<file path="src/rtl/rotary_quad_if.sv">
// rotary_quad_if: encoder pins, clear and decoded outputs of the rotary encoder decoder
interface rotary_quad_if #(parameter int CNT_WIDTH = 5);
  logic rot_a;
  logic rot_b;
  logic clr;
  logic step_inc;
  logic step_dec;
  logic [CNT_WIDTH-1:0] count;
  logic [1:0] quad_state;
  logic err;
  modport master(output rot_a, rot_b, clr, input step_inc, step_dec, count, quad_state, err);
  modport slave(input rot_a, rot_b, clr, output step_inc, step_dec, count, quad_state, err);
endinterface

</file>
<file path="src/rtl/rotary_quad_decoder.sv">
// rotary_quad_decoder: synchronised, filtered Gray decoder emitting one pulse per detent
module rotary_quad_decoder #(
  parameter int SYNC_STAGES = 2,
  parameter int FILTER_CYCLES = 8,
  parameter int STEPS_PER_DETENT = 4,
  parameter int CNT_WIDTH = 5
) (
  input logic clk,
  input logic rst,
  rotary_quad_if.slave bus
);
  localparam int FC_W = $clog2(FILTER_CYCLES) + 1;
  localparam int ACC_W = $clog2(STEPS_PER_DETENT) + 2;
  logic [SYNC_STAGES-1:0] a_sync_q, b_sync_q;
  logic [1:0] s, cand_q, qs_q, d;
  logic [FC_W-1:0] fc_q;
  logic seeded_q, err_q, inc_q, dec_q;
  logic signed [ACC_W-1:0] acc_q, acc_d;
  logic [CNT_WIDTH-1:0] cnt_q;
  logic accept, fwd, bwd, bad, inc_d, dec_d;
  assign s = {a_sync_q[SYNC_STAGES-1], b_sync_q[SYNC_STAGES-1]};
  assign accept = s == cand_q && (cand_q != qs_q || !seeded_q) && fc_q == FC_W'(FILTER_CYCLES - 1);
  // Gray-to-binary gives the ring position: +1 is CW, -1 is CCW, 2 means a skipped state
  assign d = {cand_q[1], ^cand_q} - {qs_q[1], ^qs_q};
  assign fwd = accept && seeded_q && d == 2'd1;
  assign bwd = accept && seeded_q && d == 2'd3;
  assign bad = accept && seeded_q && d == 2'd2;
  always_comb begin
    acc_d = acc_q + (fwd ? ACC_W'(1) : bwd ? {ACC_W{1'b1}} : '0);
    inc_d = acc_d == ACC_W'(STEPS_PER_DETENT);
    dec_d = acc_d == ACC_W'(-STEPS_PER_DETENT);
  end
  always_ff @(posedge clk) begin
    if (rst) begin
      a_sync_q <= '0;
      b_sync_q <= '0;
      cand_q <= '0;
      fc_q <= '0;
      qs_q <= '0;
      seeded_q <= 1'b0;
      acc_q <= '0;
      cnt_q <= '0;
      err_q <= 1'b0;
      inc_q <= 1'b0;
      dec_q <= 1'b0;
    end else begin
      a_sync_q <= {a_sync_q[SYNC_STAGES-2:0], bus.rot_a};
      b_sync_q <= {b_sync_q[SYNC_STAGES-2:0], bus.rot_b};
      if (s != cand_q) begin
        cand_q <= s;
        fc_q <= '0;
      end else if (accept) begin
        fc_q <= '0;
      end else if (fc_q != FC_W'(FILTER_CYCLES - 1)) begin
        fc_q <= fc_q + 1'b1;
      end
      if (accept) begin
        qs_q <= cand_q;
        seeded_q <= 1'b1;
      end
      if (bus.clr) begin
        acc_q <= '0;
        cnt_q <= '0;
        err_q <= 1'b0;
        inc_q <= 1'b0;
        dec_q <= 1'b0;
      end else begin
        acc_q <= (inc_d || dec_d) ? '0 : acc_d;
        cnt_q <= inc_d ? cnt_q + 1'b1 : dec_d ? cnt_q - 1'b1 : cnt_q;
        err_q <= err_q | bad;
        inc_q <= inc_d;
        dec_q <= dec_d;
      end
    end
  end
  assign bus.step_inc = inc_q;
  assign bus.step_dec = dec_q;
  assign bus.count = cnt_q;
  assign bus.quad_state = qs_q;
  assign bus.err = err_q;
endmodule

</file>
<file path="src/flat_wrapper.sv">
// flat-port wrapper written by rule: the top's interface ports become plain ports
module rotary_quad_decoder_flat 
#(
  parameter int SYNC_STAGES = 2,
  parameter int FILTER_CYCLES = 8,
  parameter int STEPS_PER_DETENT = 4,
  parameter int CNT_WIDTH = 5
)
  (clk, rst, bus_rot_a, bus_rot_b, bus_clr, bus_step_inc, bus_step_dec, bus_count, bus_quad_state, bus_err);
  rotary_quad_if #(.CNT_WIDTH(CNT_WIDTH)) bus_i ();
  input logic clk;
  input logic rst;
  input wire logic [$bits(bus_i.rot_a)-1:0] bus_rot_a;
  input wire logic [$bits(bus_i.rot_b)-1:0] bus_rot_b;
  input wire logic [$bits(bus_i.clr)-1:0] bus_clr;
  output wire logic [$bits(bus_i.step_inc)-1:0] bus_step_inc;
  output wire logic [$bits(bus_i.step_dec)-1:0] bus_step_dec;
  output wire logic [$bits(bus_i.count)-1:0] bus_count;
  output wire logic [$bits(bus_i.quad_state)-1:0] bus_quad_state;
  output wire logic [$bits(bus_i.err)-1:0] bus_err;
  assign bus_i.rot_a = bus_rot_a;
  assign bus_i.rot_b = bus_rot_b;
  assign bus_i.clr = bus_clr;
  assign bus_step_inc = bus_i.step_inc;
  assign bus_step_dec = bus_i.step_dec;
  assign bus_count = bus_i.count;
  assign bus_quad_state = bus_i.quad_state;
  assign bus_err = bus_i.err;
  rotary_quad_decoder #(.SYNC_STAGES(SYNC_STAGES), .FILTER_CYCLES(FILTER_CYCLES), .STEPS_PER_DETENT(STEPS_PER_DETENT), .CNT_WIDTH(CNT_WIDTH)) u_core (.clk(clk), .rst(rst), .bus(bus_i));
endmodule
</file>
<file path="config.mk">
export PLATFORM = sky130hd
export DESIGN_NAME = rotary_quad_decoder_flat
export DESIGN_NICKNAME = d
export VERILOG_FILES = /design/src/rtl/rotary_quad_if.sv /design/src/rtl/rotary_quad_decoder.sv /design/src/flat_wrapper.sv
export SDC_FILE = /design/constraint.sdc
export NUM_CORES = 1
export LEC_CHECK = 0
export ABC_CLOCK_PERIOD_IN_PS = 5600
export CORE_ASPECT_RATIO = 1.75
export CORE_UTILIZATION = 53
export CTS_CLUSTER_SIZE = 20
export DETAILED_ROUTE_END_ITERATION = 10
export PLACE_DENSITY = 0.77
export SLEW_MARGIN = 40
export SYNTH_ARGS = -nofsm -noshare
export SYNTH_HDL_FRONTEND = slang
export SYNTH_SLANG_ARGS = --single-unit
export TNS_END_PERCENT = 100
</file>
<file path="constraint.sdc">
create_clock -name clk -period 5.6 [get_ports clk]
set_clock_uncertainty 0.05 [all_clocks]
set_input_delay 1.12 -clock clk [delete_from_list [all_inputs] [get_ports clk]]
set_output_delay 1.12 -clock clk [all_outputs]
set_load 0.01 [all_outputs]
</file>
# --- After elaboration in Yosys (flattened, before gate mapping) ---
# Index checks and enable logic that the tools add are counted.
op_classes:
  n_addsub: 5
  eq_ne: 10
  mux: 4
  bitwise: 1
  reduce_logical: 15
ops:
  columns: ["operator", "n"]
  rows:
  - ["2-to-1 mux 5 bit", 2]
  - ["equality test 4 x 3 -> 1 bit, second input constant", 2]
  - ["2-to-1 mux 4 bit", 2]
  - ["logical AND 1 bit", 6]
  - ["OR reduction 3 bit", 2]
  - ["adder 5 x 1 -> 5 bit, second input constant", 1]
  - ["subtractor 5 x 1 -> 5 bit, second input constant", 1]
  - ["adder 4 x 1 -> 4 bit, second input constant", 1]
  - ["adder 4 bit", 1]
  - ["equality test 2 bit, second input constant", 2]
  - ["equality test 4 bit, second input constant", 1]
  - ["!= test 2 bit", 2]
  - ["!= test 4 x 3 -> 1 bit, second input constant", 1]
  - ["parity 2 bit", 2]
  - ["equality test 2 x 1 -> 1 bit, second input constant", 1]
  - ["equality test 2 bit", 1]
  - ["logical OR 1 bit", 2]
  - ["nonzero test 2 bit", 1]
  - ["OR reduction 2 bit", 1]
  - ["subtractor 2 bit", 1]
  - ["logical NOT 1 bit", 1]
  - ["bitwise OR 1 bit", 1]
word_totals:
  register_bits: 25
  out_inout_bits: 10
  wordCells: 46

# --- Depth between registers and ports, before layout ---
# Gate-level depths: netlist of the first run.
depth:
  word_depth: 12
  depth_mapped: 19

# --- Worst setup path before layout of the first run ---
# Ideal clock, no wire load.
synth_timing:
  path_type: "flip-flop to flip-flop"
  start: "register u_core.fc_q[0]"
  end: "register u_core.cnt_q[4], in the netlist u_core.bus.count[4]"
  setup_ns: 0.066
  t_arrival_ns: 4.062
  t_required_ns: 5.484
  setup_slack_ns: 1.422
  path_stages_with_launch: 20
  period_less_slack_ns: 4.178
  path_cell_list: "dfxtp_1 ha_1 nand3b_1 nand3b_4 or4_4 inv_1 ha_1 a21o_1 a21oi_1 xnor2_1 xnor2_1 nand2_1 inv_1 fa_1 inv_1 a21o_1 a21oi_1 xnor3_1 or3_2 a21oi_2"
synth_via:
  elab_chain_len: 9
synth_lines:
  columns: ["element", "line_no", "rtl"]
  rows:
  - ["start: declaration", "rotary_quad_decoder.sv:16", "logic [FC_W-1:0] fc_q;"]
  - ["start signal: assignment", "rotary_quad_decoder.sv:55", "fc_q <= fc_q + 1'b1;"]
  - ["equality test 4 x 3 -> 1 bit (*)", "rotary_quad_decoder.sv:22", "assign accept = s == cand_q && (cand_q != qs_q || !seeded_q) && fc_q == FC_W'(FILTER_CYCLES - 1);"]
  - ["logical AND 1 bit (*)", "rotary_quad_decoder.sv:22", null]
  - ["logical AND 1 bit (*)", "rotary_quad_decoder.sv:25, rotary_quad_decoder.sv:26", null]
  - ["logical AND 1 bit", "rotary_quad_decoder.sv:26", "assign bwd = accept && seeded_q && d == 2'd3;"]
  - ["2-to-1 mux 4 bit", "rotary_quad_decoder.sv:29", "acc_d = acc_q + (fwd ? ACC_W'(1) : bwd ? {ACC_W{1'b1}} : '0);"]
  - ["2-to-1 mux 4 bit (*)", "rotary_quad_decoder.sv:29", null]
  - ["adder 4 bit (*)", "rotary_quad_decoder.sv:29", null]
  - ["equality test 4 bit (*)", "rotary_quad_decoder.sv:30", "inc_d = acc_d == ACC_W'(STEPS_PER_DETENT);"]
  - ["via u_core.inc_d", "rotary_quad_decoder.sv:20", "logic accept, fwd, bwd, bad, inc_d, dec_d;"]
  - ["2-to-1 mux 5 bit / nonzero test 2 bit (equally long branches)", null, null]
  - ["end signal: assignment", "rotary_quad_decoder.sv:69", "cnt_q <= inc_d ? cnt_q + 1'b1 : dec_d ? cnt_q - 1'b1 : cnt_q;"]
  - ["end: declaration", "rotary_quad_decoder.sv:19", "logic [CNT_WIDTH-1:0] cnt_q;"]
# Mark *: on every way through the listed nets, which the timed path passes. The rest lies on a longest branch.
# A chain may end at the register's enable or synchronous reset.

# --- Worst setup path after layout of the first run ---
# Ends and elaborated chain as after synthesis.

==> metrics.txt, run 1 <==
P_int 216.5 uW; total nets after synthesis 143; Sink Count 25; Post-CTS Hold Buffers 0; Setup Slack @ Placement 1.020 ns; Layout area overhead 14.80%; Gate power share 5.5%; Hold WC Path Type reg -> reg; final core utilization 65.56%; post-synthesis average cell area 9.655 um^2; routing usage on met1 17.21%; met2 usage 34.96%; Worst slew margin 73.80%; drt total wl 1.941 mm; final setup fails 0; power density over cell area 195.4 mW/mm^2; minimum clock period 4.620 ns; first-pass GRT wire length 3.325 mm; Post-CTS Resized 0; final hold vios 0; # IOs 15; Most Crowded Layer GR met2; DIE AREA 0.002518 mm^2; crit path kind reg -> reg; DR DRC count 0; Post-DP HPWL 1.547 mm; Routed WL per cell 11.62 um; PortBufs 14; sequential fraction of the synthesis area 40.82%; Placer Congestion 0.6868; synth unique cells 33; Static Leak 0.0005740 uW; setup ws final 0.9804 ns; NetSw 58.52 uW; DIE HEIGHT 65.63 um; Overflow after GRT 0; Non-Filler Instances 167; CTS tree built; ANT cells 0; row count 22; peak fanout along the critical path 5; Mapped Cells 127; Root Buffer Master clkbuf_4; Max Slew Vio Count 0; Tcrit/Tclk final 82.49%; worst slew pin tran 0.3917 ns; initial antenna violation count 0; Req. time, crit path 5.80 ns; DR pass1 iterations 4; clock transition at the registers of the reported paths 0.13 ns; Die Span X 38.36 um; Core Box Area 0.002147 mm^2; DRT antenna net count 0; vias post-DR 863; Synth warnings 0; status complete, no violations; FMAX 216.5 MHz; Max-Cap Viols 0; met3 GRT Util 3.378%; H-Tree Depth 1; largest net degree at the start of global routing 14; DR iter-0 viols 10; register share of total power 66.8%; TNS Setup 0 ns; CTS Buf Count 3; Post-CTS Setup Bufs 0; #FFs+latches synth 25; worst-case vdd ir drop 0.1361 mV; Max clock buf depth 2; vias per inst 5.168; DP Cell Count 163; share of cells above drive strength 1 7.692%; vias in the first global route 891; Initial Utilization 57.11%; worst path arrival time 4.82 ns; sw frac 21.28%; unrepaired setup endpoints after global routing false; Post-Synthesis Cell Area 0.001226 mm^2; worst-skew pair later-pin latency 0.30 ns; GRT Total Usage 18.19%; CP Capture Type register; Post-layout nets 160; Clock power frac 27.7%; critical path launch point type register
worst max-delay path, cell delays in order (launching register included):
cell and delay, ns:
dfxtp_1 0.40, ha_1 0.22, nand3b_1 0.23, nand3b_4 0.25, or4_4 0.54, inv_1 0.14
ha_1 0.25, a21o_1 0.18, a21oi_1 0.17, xnor2_1 0.13, xnor2_1 0.31, nand2_1 0.20
inv_1 0.11, fa_1 0.20, inv_1 0.05, a21o_1 0.17, a21oi_1 0.16, xnor3_1 0.24
or3_2 0.43, a21oi_2 0.14
cell type report:
class,count,area (um^2)
fill,186,739.5
inverter,9,33.78
sequential,25,500.5
tap,24,30.03
timing repair buffer,15,147.6
multi-input combinational,90,669.4
clock buffer,4,26.28
kinds of logic after synthesis:
family                   Yosys count  share of synthesized area [%]
AO/OA/AOI/OAI                     15                          7.346
XOR/XNOR                          15                          12.45
adder cells (fa/ha/maj)           11                          12.45
buffers and inverters             12                          4.592
flip-flops                        25                          40.82
multiplexers                       3                          2.449
AND/OR/NAND/NOR                   46                          19.90
cell usage after synthesis:
library cell	number	area [um^2]
nand2_1	8	30.03
nand3_1	3	15.01
xnor3_1	1	22.52
buf_4	1	7.510
xnor2_1	9	78.83
dfxtp_1	25	500.5
inv_1	9	33.78
or2_2	1	6.260
and2_1	1	6.260
ha_1	9	112.6
buf_6	1	11.26
nand3b_4	1	20.02
o21ai_0	1	5.000
o21ai_1	1	5.000
nor3_1	6	30.03
xor2_1	4	35.03
and3_1	1	6.260
a21oi_2	1	8.760
nor3b_1	1	7.510
nor2_1	14	52.55
clkbuf_1	1	3.750
nor2b_1	6	37.54
or3_2	1	7.510
a211oi_1	1	7.510
mux2i_1	3	30.03
or3_1	1	6.260
o21ai_2	1	8.760
a21oi_1	8	40.04
xor2_2	1	16.27
fa_1	2	40.04
a21o_1	2	15.01
or4_4	1	11.26
nand3b_1	1	7.510
metrics by stage:
step	total power [uW]	cell area (um^2)	hold slack, ns
after floorplan	198.5	1226	0.3638
after global placement	202.3	1381	0.3673
after detailed placement	202.9	1381	0.3783
after CTS	279.4	1408	0.4074
after global routing	287.5	1408	0.4180
final	275.0	1408	0.4022
worst paths after layout:
path / from / to / slack [ns] / depth (start not counted)
setup / recovery: u_core.fc_q[0]$_SDFFE_PP0P_ / u_core.bus.count[4]$_SDFFE_PP0P_ / 0.98 / 19
hold / removal: u_core.a_sync_q[0]$_SDFF_PP0_ / u_core.a_sync_q[1]$_SDFF_PP0_ / 0.40 / 1
setup reg to reg: u_core.fc_q[0]$_SDFFE_PP0P_ / u_core.bus.count[4]$_SDFFE_PP0P_ / 0.98 / 19
hold reg to reg: u_core.a_sync_q[0]$_SDFF_PP0_ / u_core.a_sync_q[1]$_SDFF_PP0_ / 0.40 / 1
per-layer routing:
metal	vias to the layer above	part of all wire [%]
met4	0	1.2
met1	400	42
li1	448	-
met5	-	0
met3	2	3.6
met2	13	54
flip-flops by register name (all words and copies together) (netlist names):
| register | flops |
|---|---|
| u_core.bus.err | 1 |
| u_core.b_sync_q | 2 |
| u_core.acc_q | 4 |
| u_core.bus.quad_state | 2 |
| u_core.bus.step_dec | 1 |
| u_core.cand_q | 2 |
| u_core.bus.count | 5 |
| u_core.a_sync_q | 2 |
| u_core.fc_q | 4 |
| u_core.seeded_q | 1 |
| u_core.bus.step_inc | 1 |
cell usage in the layout, fill, tap and decap left out:
master,count
dfxtp_1,25
nor2_1,14
clkdlybuf4s50_1,14
inv_1,9
xnor2_1,9
ha_1,9
a21oi_1,8
nand2_1,8
nor3_1,6
nor2b_1,6
xor2_1,4
nand3_1,3
mux2i_1,3
clkbuf_4,3
a21o_1,2
fa_1,2
xor2_2,1
o21ai_2,1
nand3b_1,1
nand3b_4,1
or4_4,1
nor3b_1,1
or2_2,1
and2_1,1
or3_1,1
o21ai_0,1
xnor3_1,1
o21ai_1,1
or3_2,1
a21oi_2,1
and3_1,1
a211oi_1,1
clkbuf_1,1
buf_4,1
power groups by stage:
stage                     Combinational, uW  Sequential, uW  Clock [uW]
final                                  15.1             184        76.2
after global routing                   16.9             184        86.5
after CTS                              15.3             184        80.3
after detailed placement               15.2             188           0
after global placement                 14.7             188           0
after floorplan                        11.3             187           0
(Power assumes the default switching activity.)
==> run 2: changes to the inputs <==
--- a/config.mk
+++ b/config.mk
@@ -5,7 +5,7 @@
 export SDC_FILE = /design/constraint.sdc
 export NUM_CORES = 1
 export LEC_CHECK = 0
-export ABC_CLOCK_PERIOD_IN_PS = 5600
+export ABC_CLOCK_PERIOD_IN_PS = 4600
 export CORE_ASPECT_RATIO = 1.75
 export CORE_UTILIZATION = 53
 export CTS_CLUSTER_SIZE = 20
==> constraint.sdc (replaced) <==
create_clock -name clk -period 4.6 [get_ports clk]
set_clock_uncertainty 0.05 [all_clocks]
set_input_delay 0.92 -clock clk [delete_from_list [all_inputs] [get_ports clk]]
set_output_delay 0.92 -clock clk [all_outputs]
set_load 0.01 [all_outputs]
==> run 2 against run 1 <==
Against the previous run:
- die area stayed put
- critical path depth stayed put
- combinational power is 23% higher
- fmax is 8.2% higher
- critical endpoint unchanged
- largest power group unchanged
- highest routed layer unchanged
==> metrics.txt, run 2 (synthesis gave the netlist of run 1 again) <==
DP Cell Count 165 (+1.2%); Post-CTS Hold Buffers 0 (unchanged); power density over cell area 231.9 mW/mm^2 (+19%); DR iter-0 viols 11 (+1); status complete, no violations; vias per inst 5.296 (+2.5%); Tcrit/Tclk final 92.79% (+10 points); minimum clock period 4.268 ns (-0.3513 ns); Critical-path top delay cell or4_4; DR DRC count 0 (unchanged); final core utilization 67.25% (+1.7 points); CTS Buf Count 3 (unchanged); met1 wire length 803 um (-0.50%); share of cells above drive strength 1 12.41% (+4.7 points); Die Span X 38.36 um (unchanged); H-Tree Depth 1 (unchanged); worst-skew pair later-pin latency 0.30 ns (about the same); Layout area overhead 17.75%; commonest cells after routing, fill and taps aside dfxtp_1, nor2_1, clkdlybuf4s50_1; # IOs 15 (unchanged); vias in the first global route 840 (-5.7%); routed wl met3 69 um (unchanged); Largest register FFs 5 (unchanged); area of the multi-input gates 690.7 um^2 (+3.2%); Static Leak 0.0005908 uW (+2.9%); drt total wl 1.984 mm (+2.2%); largest net degree at the start of global routing 14 (unchanged); WL met2 1.081 mm (+3.9%); CTS tree built; Non-Filler Instances 169 (+1.2%); worst slew pin tran 0.4006 ns (+0.008820 ns); Root Buffer Master clkbuf_4; DR pass1 iterations 4 (unchanged); Core Box Area 0.002147 mm^2 (unchanged); critical path launch point type register; most common cell after layout, fill and taps aside dfxtp_1; GRT Total Usage 18.53% (+0.33 points); DIE AREA 0.002518 mm^2 (unchanged); Setup Slack @ Placement 0.2121 ns (-0.8079 ns); Sequential cell area 500.5 um^2 (unchanged); Placer Congestion 0.8005 (+17%); Worst Path Buf+Inv 3 (unchanged); Overflow after GRT 0 (unchanged); clock transition at the registers of the reported paths 0.12 ns (about the same); Initial Utilization 57.11% (unchanged); top sig layer met4; Worst slew margin 73.21% (-0.59 points); Max Slew Vio Count 0 (unchanged); CP max stage delay 0.54 ns (about the same); setup ws final 0.3316 ns (-0.6487 ns); Placed Instance Area 0.001396 mm^2 (+1.1%); Post-layout nets 162 (+1.3%); Routed WL per cell 11.74 um (+1.0%); peak fanout along the critical path 5 (unchanged); CP Capture Type register; fill count 186 (unchanged); final hold vios 0 (unchanged); TNS Setup 0 ns (unchanged); Max clock buf depth 2 (unchanged); Top delay family on crit path simple AND/OR/NAND/NOR gates; vias post-DR 895 (+3.7%); crit path kind reg -> reg; Max-Cap Viols 0 (unchanged); ANT cells 0 (unchanged); DIE HEIGHT 65.63 um (unchanged); PortBufs 14 (unchanged); initial antenna violation count 0 (unchanged); Hold WC Path Type reg -> reg; row count 22 (unchanged); DRT antenna net count 0 (unchanged); Req. time, crit path 4.80 ns (-1.00 ns); Post-DP HPWL 1.569 mm (+1.4%); FMAX 234.3 MHz (+8.2%); Design Area, Final 0.001444 mm^2 (+2.6%); crit path cell chain ha_1 -> nand3b_1 -> nand3b_4 -> or4_4 -> inv_2 -> ha_1 -> a21o_1 -> a21oi_2 -> xnor2_2 -> xnor2_2 -> nand2_2 -> inv_1 -> fa_1 -> inv_1 -> a21o_1 -> a21oi_1 -> xnor3_1 -> or3_2 -> a21oi_2; Sink Count 25 (unchanged); final setup fails 0 (unchanged); first-pass GRT wire length 3.353 mm (+0.84%); worst-case vdd ir drop 0.2178 mV (+60%); worst path arrival time 4.47 ns (-0.35 ns)
run 2: final timing paths:
kind	start	end	depth (start not counted)	slack [ns]
hold / removal	u_core.a_sync_q[0]$_SDFF_PP0_	u_core.a_sync_q[1]$_SDFF_PP0_	1	0.40
setup / recovery	u_core.fc_q[0]$_SDFFE_PP0P_	u_core.bus.count[4]$_SDFFE_PP0P_	19	0.33
hold reg to reg	u_core.a_sync_q[0]$_SDFF_PP0_	u_core.a_sync_q[1]$_SDFF_PP0_	1	0.40
setup reg to reg	u_core.fc_q[0]$_SDFFE_PP0P_	u_core.bus.count[4]$_SDFFE_PP0P_	19	0.33
run 2: routing by layer:
metal	vias up	track usage (%)
met3	2	3.378
met2	15	33.69
met5	-	0
met1	422	18.95
met4	0	9.052
li1	456	-
run 2: power breakdown:
group	switching, uW	internal [uW]	leakage, uW
clock	58.6	33.8	0.0000150
combinational	9.37	9.25	0.000373
sequential	3.12	221	0.000203
run 2: metrics by stage:
| step | hold slack (ns) | total power [uW] |
|---|---|---|
| 3_5_place_dp | 0.3781 | 247.5 |
| 4_1_cts | 0.4079 | 339.5 |
| 3_3_place_gp | 0.3682 | 246.5 |
| 6_report | 0.4005 | 334.8 |
| 5_1_grt | 0.4231 | 349.5 |
| 2_1_floorplan | 0.3638 | 241.7 |
run 2: area by class of cell:
| class | instances | share of cell area (%) |
|---|---|---|
| sequential | 25 | 34.66 |
| multi-input combinational | 90 | 47.83 |
| tap | 24 | 2.080 |
| clock buffer | 4 | 1.820 |
| inverter | 9 | 2.340 |
| timing repair buffer | 17 | 11.27 |
run 2: what timing repair did:
action | CTS | global route
setup endpoints to repair | 0 | 1
setup buffers | 0 | 0
gates resized for setup | 0 | 5
==> run 3: changes to the inputs <==
--- a/config.mk
+++ b/config.mk
@@ -10,6 +10,7 @@
 export CORE_UTILIZATION = 53
 export CTS_CLUSTER_SIZE = 20
 export DETAILED_ROUTE_END_ITERATION = 10
+export HOLD_SLACK_MARGIN = 0.15
 export PLACE_DENSITY = 0.77
 export SLEW_MARGIN = 40
 export SYNTH_ARGS = -nofsm -noshare
==> results of run 3 <==
The final DEF is identical to that of run 2; final timing and power are the same.
